--- src/rtl/sck_pkg.sv ---
// Shared constants, flag layout and result record for the sck ALU result path.
// The optional overflow counter (SCK_OVF_CNT_EN) uses the counter constants below.
package sck_pkg;

   localparam int SCK_DATA_W = 10;
   localparam int SCK_FLAG_W = 4;

   localparam int FLG_OVF  = 0;
   localparam int FLG_ZERO = 1;
   localparam int FLG_POS  = 2;
   localparam int FLG_NEG  = 3;

   localparam int         SCK_CNT_W   = 8;
   localparam logic [7:0] SCK_CNT_MAX = 8'hFF;

   typedef struct packed {
      logic signed [SCK_DATA_W-1:0] result;
      logic [SCK_FLAG_W-1:0]        flag;
   } sck_res_t;

   // Saturating increment: holds at SCK_CNT_MAX instead of wrapping to zero.
   function automatic logic [SCK_CNT_W-1:0] sat_inc(input logic [SCK_CNT_W-1:0] value);
      return (value == SCK_CNT_MAX) ? value : value + 1'b1;
   endfunction

endpackage

--- src/rtl/sck_fifo_ptr.sv ---
// Read/write pointer pair with wrap bit, producing full/empty/level and the
// qualified push/pop strobes for a power-of-two FIFO of DEPTH entries.
module sck_fifo_ptr #(
   parameter  int DEPTH = 4,
   localparam int AW    = $clog2(DEPTH),
   localparam int PW    = AW + 1
) (
   input  logic          clk,
   input  logic          rst,
   input  logic          push_req,
   input  logic          pop_req,
   output logic          push,
   output logic          pop,
   output logic          full,
   output logic          empty,
   output logic [AW-1:0] wr_addr,
   output logic [AW-1:0] rd_addr,
   output logic [PW-1:0] level
);

   logic [PW-1:0] wr_ptr;
   logic [PW-1:0] rd_ptr;

   // The extra MSB distinguishes a full FIFO from an empty one when the addresses match.
   assign empty = (wr_ptr == rd_ptr);
   assign full  = (wr_ptr[AW-1:0] == rd_ptr[AW-1:0]) && (wr_ptr[PW-1] != rd_ptr[PW-1]);

   // No pass-through when full: a push is refused even if a pop frees a slot this cycle.
   assign push = push_req && !full;
   assign pop  = pop_req && !empty;

   assign wr_addr = wr_ptr[AW-1:0];
   assign rd_addr = rd_ptr[AW-1:0];
   assign level   = wr_ptr - rd_ptr;

   always_ff @(posedge clk or posedge rst) begin
      if (rst) begin
         wr_ptr <= '0;
         rd_ptr <= '0;
      end else begin
         if (push) begin
            wr_ptr <= wr_ptr + 1'b1;
         end
         if (pop) begin
            rd_ptr <= rd_ptr + 1'b1;
         end
      end
   end

endmodule

--- src/rtl/sck_result_fifo.sv ---
// First-word-fall-through FIFO for ALU {result, flag} pairs with sticky OVF/NEG status.
// Define SCK_OVF_CNT_EN to add o_ovf_cnt, a saturating count of accepted OVF results.
module sck_result_fifo
   import sck_pkg::*;
#(
   parameter  int DATA_W = SCK_DATA_W,
   parameter  int FLAG_W = SCK_FLAG_W,
   parameter  int DEPTH  = 4,
   localparam int AW     = $clog2(DEPTH),
   localparam int LW     = AW + 1
) (
   input  logic                     i_clk,
   input  logic                     i_rst,
   input  logic signed [DATA_W-1:0] i_result,
   input  logic [FLAG_W-1:0]        i_flag,
   input  logic                     i_valid,
   output logic                     o_ready,
   output logic signed [DATA_W-1:0] o_result,
   output logic [FLAG_W-1:0]        o_flag,
   output logic                     o_valid,
   input  logic                     i_ready,
   output logic [LW-1:0]            o_level,
   input  logic                     i_clr_sticky,
   output logic                     o_sticky_ovf,
`ifdef SCK_OVF_CNT_EN
   output logic [SCK_CNT_W-1:0]     o_ovf_cnt,
`endif
   output logic                     o_sticky_neg
);

   localparam int EW = DATA_W + FLAG_W;

   logic          push;
   logic          pop;
   logic          full;
   logic          empty;
   logic [AW-1:0] wr_addr;
   logic [AW-1:0] rd_addr;
   logic [EW-1:0] mem [DEPTH];
   logic [EW-1:0] head;
   logic          set_ovf;
   logic          set_neg;

   sck_fifo_ptr #(
      .DEPTH(DEPTH)
   ) u_ptr (
      .clk     (i_clk),
      .rst     (i_rst),
      .push_req(i_valid),
      .pop_req (i_ready),
      .push    (push),
      .pop     (pop),
      .full    (full),
      .empty   (empty),
      .wr_addr (wr_addr),
      .rd_addr (rd_addr),
      .level   (o_level)
   );

   assign o_ready = !full;
   assign o_valid = !empty;

   // Storage is deliberately not reset; stale entries are hidden by the empty mask below.
   always_ff @(posedge i_clk) begin
      if (push) begin
         mem[wr_addr] <= {i_result, i_flag};
      end
   end

   assign head     = empty ? '0 : mem[rd_addr];
   assign o_result = head[EW-1:FLAG_W];
   assign o_flag   = head[FLAG_W-1:0];

   assign set_ovf = push && i_flag[FLG_OVF];
   assign set_neg = push && i_flag[FLG_NEG];

   // A clear coinciding with a setting push leaves the bit set.
   always_ff @(posedge i_clk or posedge i_rst) begin
      if (i_rst) begin
         o_sticky_ovf <= 1'b0;
         o_sticky_neg <= 1'b0;
      end else if (i_clr_sticky) begin
         o_sticky_ovf <= set_ovf;
         o_sticky_neg <= set_neg;
      end else begin
         o_sticky_ovf <= o_sticky_ovf | set_ovf;
         o_sticky_neg <= o_sticky_neg | set_neg;
      end
   end

`ifdef SCK_OVF_CNT_EN
   always_ff @(posedge i_clk or posedge i_rst) begin
      if (i_rst) begin
         o_ovf_cnt <= '0;
      end else if (i_clr_sticky) begin
         o_ovf_cnt <= set_ovf ? SCK_CNT_W'(1) : '0;
      end else if (set_ovf) begin
         o_ovf_cnt <= sat_inc(o_ovf_cnt);
      end
   end
`endif

endmodule

--- config.mk ---
export PLATFORM = sky130hd
export DESIGN_NAME = sck_result_fifo
export DESIGN_NICKNAME = d
export VERILOG_FILES = /design/src/rtl/sck_pkg.sv /design/src/rtl/sck_fifo_ptr.sv /design/src/rtl/sck_result_fifo.sv
export SDC_FILE = /design/constraint.sdc
export NUM_CORES = 1
export LEC_CHECK = 0
export CORE_ASPECT_RATIO = 1.2
export CORE_UTILIZATION = 50
export DETAILED_ROUTE_END_ITERATION = 8
export DONT_BUFFER_PORTS = 1
export HOLD_SLACK_MARGIN = 0.05
export PLACE_DENSITY = 0.65
export SYNTH_ARGS = -nofsm -noshare
export SYNTH_HDL_FRONTEND = slang
export SYNTH_SLANG_ARGS = --single-unit
--- constraint.sdc ---
create_clock -name i_clk -period 2.2 [get_ports i_clk]
set_input_delay 0.44 -clock i_clk [delete_from_list [all_inputs] [get_ports i_clk]]
set_output_delay 0.44 -clock i_clk [all_outputs]
set_load 0.02 [all_outputs]
==> summary.md, run 1 <==
| Metric | Value |
|---|---|
| Status | `finished clean` |
| Input/output buffers | `0` |
| Leak Pwr | `roughly 1.1 nW` |
| Rows | `28` |
| Post-Place Cell Area | `~2800 um^2` |
| Fin. Hold Viols | `0` |
| Critical path startpoint category | `flip-flop` |
| Slew @ Worst Pin | `419 ps` |
| Post-route ant nets | `0` |
| DP Worst Slack | `145 ps` |
| Gr usage total | `19.9%` |
| Crit. Startpoint | `u_ptr.rd_ptr[0]` |
| Hold/Removal Path Class | `in2reg` |
| Maximum clock frequency | `around 470 MHz` |
| Avg Synthesized Cell Area | `19.2 um^2` |
| Critical path data arrival time | `between 1500 and 2000 ps` |
| Most used DFF post-synth | `edfxtp_1` |
| Largest net degree at the start of global routing | `18` |
| Post-DP HPWL | `~3 mm` |
| Max-Slew Margin vs Limit | `~72%` |
| Global-route wire length before repair | `7.38 mm` |
| Number of global-route vias before repair | `approximately 1.5k` |
| Synth Cell Area | `~2700 um^2` |
| Max-Cap Viols | `0` |
| Yosys top cell by area | `edfxtp_1` |
| Post-synth top cells | `edfxtp_1 (56), mux4_2 (14), nor2b_1 (10), dfrtp_1 (8), inv_1 (8)` |
| Worst path depth | `3` |
| Wirelength, routed | `~4.7 mm` |
| Top-count cell post-synth | `edfxtp_1` |
| Clock transition at path regs | `roughly 70 ps` |
| Synth unique cells | `26` |
| Worst path bufs/invs | `1` |
| Sequential cell area | `1880 um^2` |
| Die X-Extent | `around 69 um` |
| Initial DRC count | `slightly below 80` |
| Slowest-stage cell, CP | `mux4_2` |
| TritonRoute pass-1 iters | `4` |
| Overall die height | `~82 um` |
| # placed instances | `just over 200` |
| Die area | `between 5000 and 6000 um^2` |
| Post-layout min period | `about 2100 ps` |
| CP max FO | `6` |
| RD Place Congestion | `around 0.7` |
| Clock buffer count from CTS | `9` |
| Synth Warn # | `0` |
| Layout fillers | `approximately 360` |
| H-tree level count | `3` |
| Worst Setup Slack, final | `66.5 ps` |
| Hold Startpoint | `i_result[9]` |
| IO Pins | `40` |
| Clock sinks | `64` |
| Longest Clk Path Bufs | `2` |
| Crit path max-delay family | `multiplexers` |
| EDFF count, synth | `56` |
| Mapped Nets | `between 150 and 200` |
| Post-synthesis sequential area ratio | `a little over two thirds` |
| Top post-synthesis cells by area | `edfxtp_1 (63%), mux4_2 (12%), dfrtp_1 (7.5%), ha_1 (3.3%), nor2b_1 (2.3%)` |
| Vias | `~1.3k` |
| Nets@finish | `roughly 190` |
| Worst Reg-to-Reg Cells | `3` |
| Crit path cell chain | `buf_4 > mux4_2 > and2b_1` |
| Clk Latency, worst-skew pair | `about 340 ps` |
| CP Capture Type | `output port` |
| Routed len/inst | `around 21 um` |
| Post-synthesis cell count | `between 100 and 150` |
| Worst r2r src | `u_ptr.rd_ptr[2]` |
| Core area | `5040 um^2` |
| FFs w/ async S/R, synth | `around 13%` |
| Crit Reg-Reg Endpoint | `mem[2][0]` |
| Final setup violation count | `0` |
| Initial Util | `between 50% and 60%` |
| Global route overflow | `0` |
| Fin crit share | `a little over nine tenths` |
| RSZ-0062 raised after global routing | `true` |
| Layout Cells excl Fill | `224` |
| Final Cell Area | `around 3100 um^2` |
| Reg2reg setup slack | `~520 ps` |
| Crit path kind | `reg2out` |
| PwrDens | `between 1500 and 2000 nW/um^2` |
| Via/cell ratio | `around 5.8` |
| Post-synth top area share | `62.9%` |
| Layout cells sized above 1 | `around two fifths` |
| CTS tree | `yes` |
| Max VDD drop | `about 1.5 mV` |
| Clock Skew | `3.98 ps` |
| Synthesized flop and latch total | `64` |
| CTS root buf | `clkbuf_8` |
| DR DRC count | `0` |
| Final Util | `62.3%` |
| Data required time at the worst endpoint | `roughly 1800 ps` |
| # diodes | `0` |
| Slew Viols, Final | `0` |
| Initial antenna violation count | `0` |
| Critical Path End | `o_flag[2]` |
| Multi-input gate area | `about 840 um^2` |
| P&R area growth vs syn | `17.4%` |
| CP peak stage delay | `about 500 ps` |
==> worst reg2reg max path, stage by stage, from the launching register on <==
cell,delay (ps)
dfrtp_1,480
xor2_4,250
nand3_2,140
and3_2,460
==> per-stage QoR <==
| step | setup TNS [ps] | total power, mW | hold slack, ps |
|---|---|---|---|
| after floorplan | -23.3 | 3.70 | 256 |
| after global placement | 0 | 4.11 | 289 |
| after CTS | 0 | 5.29 | 176 |
| after global routing | -13.1 | 5.63 | 171 |
| after detailed placement | 0 | 4.18 | 297 |
| final | 0 | 5.33 | 195 |
==> state kept, by name, indices dropped and copies added (netlist names) <==
| name | flops |
|---|---|
| u_ptr.wr_ptr | 3 |
| mem | 56 |
| u_ptr.rd_ptr | 3 |
| o_sticky_ovf | 1 |
| o_sticky_neg | 1 |
==> power breakdown <==
| part | total (mW) | internal [mW] | switching (mW) |
|---|---|---|---|
| sequential | 1.81 | 1.66 | 0.154 |
| clock | 0.916 | 0.506 | 0.410 |
| combinational | 2.60 | 1.14 | 1.46 |
==> how the worst min path moves through the flow <==
stage | end | slack (ps) | depth (start not counted)
6_report | mem[3][13] | 190 | 0
5_1_grt | mem[0][7] | 170 | 0
4_1_cts | mem[3][9] | 180 | 0
3_5_place_dp | o_sticky_neg | 300 | 1
3_3_place_gp | o_sticky_ovf | 290 | 1
2_1_floorplan | o_sticky_neg | 260 | 1
==> cell usage in the layout, fill, tap and decap left out, drive strengths merged, types with 5 or more instances in the layout <==
cell / synthesis / routed
buf: 4 / 13
clkbuf: 1 / 10
clkinv: 0 / 5
dfrtp: 8 / 8
edfxtp: 56 / 56
ha: 7 / 7
inv: 8 / 8
mux4: 14 / 14
nor2b: 10 / 10
==> layout make-up <==
cell class	instances	area share, %
sequential	64	60.0
multi-input combinational	62	26.6
timing repair buffer	14	4.42
clock buffer	10	4.06
tap	60	2.39
clock inverter	6	1.59
inverter	8	0.956
==> routing by layer <==
| metal | share of wire, % | global-route usage, % | vias to the layer above | routed length, um |
|---|---|---|---|---|
| met2 | 54 | 32.5 | 34 | 2540 |
| li1 | - | - | 578 | - |
| met5 | 0 | 0 | - | 0 |
| met4 | 1.6 | 9.80 | 0 | 76 |
| met3 | 4.9 | 8.24 | 8 | 230 |
| met1 | 39 | 22.4 | 670 | 1830 |
==> repair_timing <==
action / CTS / global route
pin swaps: 2 / 2
hold buffers: 1 / 0
gates cloned: 0 / 0
setup buffers: 4 / 0
resized for setup: 6 / 7
endpoints found under the setup margin: 16 / 10
hold endpoints to repair: 8 / 0
==> cell families (layout without fill, tap and decap cells) <==
| family | Yosys count | in the layout | synth area share, % |
|---|---|---|---|
| DFF | 64 | 64 | 70.3 |
| adders and majority gates | 8 | 8 | 4.02 |
| muxes | 16 | 16 | 12.6 |
| AOI/OAI and AO/OA | 6 | 6 | 2.20 |
| xor gates and xnor gates | 5 | 5 | 1.92 |
| and+or+nand+nor | 27 | 27 | 6.41 |
| buffers and inverters | 13 | 38 | 2.48 |
Power figures use the tool's default switching activity.
==> run 2: changes to the inputs <==
--- a/config.mk
+++ b/config.mk
@@ -6,6 +6,7 @@
 export NUM_CORES = 1
 export LEC_CHECK = 0
 export CORE_ASPECT_RATIO = 1.2
+export CORE_MARGIN = 5
 export CORE_UTILIZATION = 50
 export DETAILED_ROUTE_END_ITERATION = 8
 export DONT_BUFFER_PORTS = 1
@@ -13,4 +14,5 @@
 export PLACE_DENSITY = 0.65
 export SYNTH_ARGS = -nofsm -noshare
 export SYNTH_HDL_FRONTEND = slang
+export SYNTH_HIERARCHICAL = 1
 export SYNTH_SLANG_ARGS = --single-unit
==> run 2 against run 1 <==
The run now ends with negative setup slack left. Fmax is 4.8% lower. Clock-buffer cell count unchanged. Worst hold slack got worse by 3.6 ps. Final cell count up 18%. Worst setup slack lost 110 ps. Highest routed layer unchanged.
==> summary.md, run 2 <==
| Metric | Value |
|---|---|
| Post-route ant nets | `0` |
| DR DRC count | `0` |
| Maximum clock frequency | `between 400 and 500 MHz` |
| Post-synthesis cell count | `~170` |
| Vias | `1432` |
| Mapped Nets | `around 190` |
| Data required time at the worst endpoint | `about 1800 ps` |
| Post-Place Cell Area | `around 2900 um^2` |
| Input/output buffers | `0` |
| Slowest-stage cell, CP | `dfrtp_1` |
| Critical Path End | `o_flag[0]` |
| Critical path data arrival time | `approximately 1800 ps` |
| Final Cell Area | `3350 um^2` |
| Routed len/inst | `about 18 um` |
| Longest Clk Path Bufs | `2` |
| Worst path depth | `6` |
| Overall die height | `approximately 90 um` |
| Crit path kind | `reg2out` |
| TritonRoute pass-1 iters | `4` |
| H-tree level count | `3` |
| CP max FO | `7` |
| Worst Setup Slack, final | `-41.8 ps` |
| Initial antenna violation count | `0` |
| Violated checks | `negative setup slack` |
| Critical path startpoint category | `flip-flop` |
| Initial DRC count | `89` |
| Max-Cap Viols | `0` |
| Initial Util | `about half` |
| RSZ-0062 raised after global routing | `true` |
| Crit. Startpoint | `u_ptr/wr_ptr[1]` |
| Final Util | `between 60% and 70%` |
| Slew Viols, Final | `0` |
| Multi-input gate area | `~830 um^2` |
| RD Place Congestion | `~0.82` |
| Wirelength, routed | `between 4 and 5 mm` |
| Die X-Extent | `76.8 um` |
| Setup TNS Final | `-290 ps` |
| Synth Warn # | `6` |
| Core area | `5230 um^2` |
| Clock buffer count from CTS | `9` |
| Largest registers | `mem (56), u_ptr/rd_ptr (3), u_ptr/wr_ptr (3)` |
| Commonest non-fill, non-tap cell in the layout | `edfxtp_1` |
| Fin. Hold Viols | `0` |
| Die area | `between 6000 and 7000 um^2` |
| Worst path bufs/invs | `1` |
| Final hold slack | `roughly 190 ps` |
| CTS root buf | `clkbuf_8` |
| Crit path max-delay family | `simple AND/OR/NAND/NOR gates` |
| Crit Reg-Reg Endpoint | `mem[2][1]` |
| Slew @ Worst Pin | `around 750 ps` |
| Synth Cell Area | `between 2000 and 3000 um^2` |
| Largest net degree at the start of global routing | `31` |
| Sequential cell area | `~1900 um^2` |
| CP Capture Type | `output port` |
| Clock sinks | `between 60 and 70` |
| Layout fillers | `380` |
| Layout cells sized above 1 | `37.9%` |
| # diodes | `0` |
| P&R area growth vs syn | `25.2%` |
| Reg2reg setup slack | `roughly 80 ps` |
| Max reg flops | `56` |
| Post-DP HPWL | `3.09 mm` |
| Clock transition at path regs | `70 ps` |
| Worst Reg-to-Reg Cells | `6` |
| CP peak stage delay | `approximately 420 ps` |
| Hold/Removal Path Class | `in2reg` |
| Nets@finish | `~220` |
| Rows | `29` |
| Max-Slew Margin vs Limit | `49.7%` |
| Fin crit share | `102%` |
| CTS tree | `yes` |
| IO Pins | `40` |
| Global route overflow | `0` |
| Commonest non-fill, non-tap cells in the layout | `edfxtp_1 (56), mux2i_1 (29), buf_6 (16)` |
| Number of global-route vias before repair | `about 1.5k` |
| Largest Register | `mem` |
| Post-layout min period | `about 2200 ps` |
| Clk Latency, worst-skew pair | `340 ps` |
| Gr usage total | `between 10% and 20%` |
| Clock Skew | `~12 ps` |
| Global-route wire length before repair | `7.47 mm` |
| Status | `finished, violations left` |
| Crit path cell chain | `ha_4 > nand2_4 > nor2_4 > or2_4 > o22ai_4 > buf_6` |
| Via/cell ratio | `5.40` |
| Avg Synthesized Cell Area | `roughly 16 um^2` |
| Final setup violation count | `14` |
| Worst r2r src | `u_ptr/wr_ptr[1]` |
run 2: layer usage:
metal	GRT usage, %	up-vias	wire (um)
li1	-	676	-
met3	6.40	7	324
met4	7.43	0	63
met5	0	-	0
met1	14.4	713	1810
met2	25.4	36	2660
run 2: worst min-delay path by stage:
stage,start,to,slack [ps],depth (start not counted)
6_report,i_result[6],mem[2][10],190,0
5_1_grt,i_result[5],mem[1][9],170,0
3_5_place_dp,i_rst,o_sticky_neg,190,1
4_1_cts,i_result[5],mem[1][9],170,0
3_3_place_gp,i_rst,o_sticky_ovf,180,1
2_1_floorplan,i_rst,o_sticky_neg,180,1
run 2: stage by stage:
step / setup slack, ps / instances
5_1_grt: -110 / 265
6_report: -41.8 / 265
4_1_cts: -88.0 / 265
3_3_place_gp: -29.3 / 243
3_5_place_dp: -155 / 243
2_1_floorplan: -65.6 / 165
run 2: layout make-up:
| cell class | count | share of cell area, % |
|---|---|---|
| inverters | 13 | 1.46 |
| clock inverters | 6 | 2.47 |
| flip-flops and latches | 64 | 56.3 |
| clock buffers | 10 | 4.11 |
| repair buffers | 30 | 8.59 |
| multi-input cells | 80 | 24.8 |
| well taps | 62 | 2.32 |
run 2: what timing repair did:
item / in CTS / in global routing
hold endpoints to repair: 8 / 0
setup buffers: 3 / 0
hold buffers: 1 / 0
gates cloned: 2 / 0
gates resized for setup: 38 / 11
endpoints found under the setup margin: 14 / 42
pin swaps: 15 / 7
Power of run 2 is left out: the tool's default activity adds up to more than one toggle a clock period on the data nets, which glitch-free logic cannot reach.
==> run 3: changes to the inputs <==
--- a/config.mk
+++ b/config.mk
@@ -12,7 +12,7 @@
 export DONT_BUFFER_PORTS = 1
 export HOLD_SLACK_MARGIN = 0.05
 export PLACE_DENSITY = 0.65
+export SKIP_CTS_REPAIR_TIMING = 1
 export SYNTH_ARGS = -nofsm -noshare
 export SYNTH_HDL_FRONTEND = slang
-export SYNTH_HIERARCHICAL = 1
 export SYNTH_SLANG_ARGS = --single-unit
==> run 3 against run 2 <==
The run now ends clean. Worst hold slack gained 8.2 ps. Final area decreased by 6.3%. Utilization decreased by 4.4 points. Register-to-register slack improved by 480 ps. Via count shrank 12%. Fmax is 4.9% higher. Die area is essentially flat. Critical path depth down 3.
==> summary.md, run 3 (synthesis gave the netlist of run 1 again) <==
| Metric | Value |
|---|---|
| Die area | `6920 um^2` |
| Clock sinks | `64` |
| Largest net degree at the start of global routing | `18` |
| Input/output buffers | `0` |
| Fin. Hold Viols | `0` |
| P&R area growth vs syn | `17.3%` |
| CP peak stage delay | `~500 ps` |
| Initial antenna violation count | `0` |
| Max VDD drop | `around 1.2 mV` |
| Critical path data arrival time | `1700 ps` |
| Commonest non-fill, non-tap cell in the layout | `edfxtp_1` |
| Largest Register | `mem` |
| Slew @ Worst Pin | `about 410 ps` |
| Hold/Removal Path Class | `in2reg` |
| Slew Viols, Final | `0` |
| Number of global-route vias before repair | `1395` |
| Vias | `between 1k and 1.5k` |
| Post-layout min period | `around 2100 ps` |
| Commonest non-fill, non-tap cells in the layout | `edfxtp_1 (56), mux4_2 (14), buf_4 (11)` |
| Core area | `5260 um^2` |
| PwrDens | `between 1500 and 2000 nW/um^2` |
| IO Pins | `40` |
| Max reg flops | `between 50 and 60` |
| # diodes | `0` |
| Global-route wire length before repair | `7.20 mm` |
| Initial Util | `50.8%` |
| Worst path bufs/invs | `1` |
| Post-Place Cell Area | `2850 um^2` |
| Fin crit share | `a little over nine tenths` |
| Final setup violation count | `0` |
| Max-Cap Viols | `0` |
| Initial DRC count | `62` |
| Layout cells sized above 1 | `just over 40%` |
| Via/cell ratio | `roughly 5.5` |
| Gr usage total | `14.0%` |
| Max-Slew Margin vs Limit | `72.8%` |
| Wirelength, routed | `between 4 and 5 mm` |
| Clock Skew | `roughly 5.6 ps` |
| DR DRC count | `0` |
| Clk Latency, worst-skew pair | `around 330 ps` |
| Die X-Extent | `76.8 um` |
| # placed instances | `approximately 200` |
| Crit path max-delay family | `multiplexers` |
| Longest Clk Path Bufs | `2` |
| Critical path startpoint category | `flip-flop` |
| Final Cell Area | `approximately 3100 um^2` |
| Global route overflow | `0` |
| RD Place Congestion | `between 0.7 and 0.8` |
| Maximum clock frequency | `468 MHz` |
| Crit path kind | `reg2out` |
| RSZ-0062 raised after global routing | `true` |
| Largest registers | `mem (56), u_ptr.rd_ptr (3), u_ptr.wr_ptr (3)` |
| Layout Cells excl Fill | `228` |
| Clock transition at path regs | `around 70 ps` |
| Status | `finished clean` |
| Routed len/inst | `20.0 um` |
| CP Capture Type | `output port` |
| Crit path cell chain | `buf_12 > mux4_2 > and2b_2` |
| Clock buffer count from CTS | `9` |
| Final hold slack | `199 ps` |
| H-tree level count | `3` |
| Post-DP HPWL | `3.00 mm` |
| Data required time at the worst endpoint | `1760 ps` |
| Post-route ant nets | `0` |
| CP max FO | `8` |
| Slowest-stage cell, CP | `mux4_2` |
| TritonRoute pass-1 iters | `4` |
| Overall die height | `90.1 um` |
| Nets@finish | `roughly 190` |
| Rows | `29` |
| Pwr Total | `approximately 5.2 mW` |
| CTS tree | `yes` |
| CTS root buf | `clkbuf_8` |
| Leak Pwr | `1.14 nW` |
## run 3: cell types whose count changed in the layout (fill, tap and decap cells not counted), sizes merged, moves of 5 or more
cell	before	now
mux4	0	14
inv	13	8
o22ai	14	0
buf	29	14
nand2	8	3
mux2i	29	0
nor2b	0	10
## run 3: power by group
part | leakage, nW | switching [mW] | internal, mW
Sequential | 0.608 | 0.154 | 1.66
Clock | 0.0804 | 0.390 | 0.384
Combinational | 0.449 | 1.45 | 1.19
## run 3: cell type report
cell class                      count  area, um^2
Clock buffer                        9         124
Clock inverter                      7        28.8
Fill cell                         390        2120
Inverter                            8        30.0
Multi-Input combinational cell     62         826
Sequential cell                    64        1880
Tap cell                           62        77.6
Timing Repair Buffer               16         169
## run 3: worst register-to-register path, stage by stage (launching register included)
cell and delay [ps]:
dfrtp_1 450, xor2_2 240, nand3_2 140, and3_2 460
## run 3: stage by stage
step,worst slack (ps),setup TNS (ps),util [%]
after detailed placement,224,0,54.1
after floorplan,-11.6,-23.3,-
after global routing,-2.08,-2.08,59.6
after CTS,-142,-850,57.0
final,62.9,0,59.6
after global placement,268,0,54.1
## run 3: worst paths after layout
path | endpoint | cells after the start | from | slack, ps
max | o_result[9] | 3 | u_ptr.rd_ptr[0] | 60
min | mem[0][12] | 0 | i_result[8] | 200
max reg2reg | mem[0][5] | 3 | u_ptr.rd_ptr[2] | 560
min reg2reg | u_ptr.wr_ptr[0] | 1 | u_ptr.wr_ptr[0] | 530
max in group asynchronous | u_ptr.rd_ptr[0] | 2 | i_rst | 1440
min in group asynchronous | u_ptr.rd_ptr[2] | 2 | i_rst | 500
## run 3: routing by layer
metal  part of all wire [%]  track usage, %
met1                     37            15.1
met2                     55            23.7
met4                    1.8            6.12
met5                      0               0
met3                    6.3            6.00
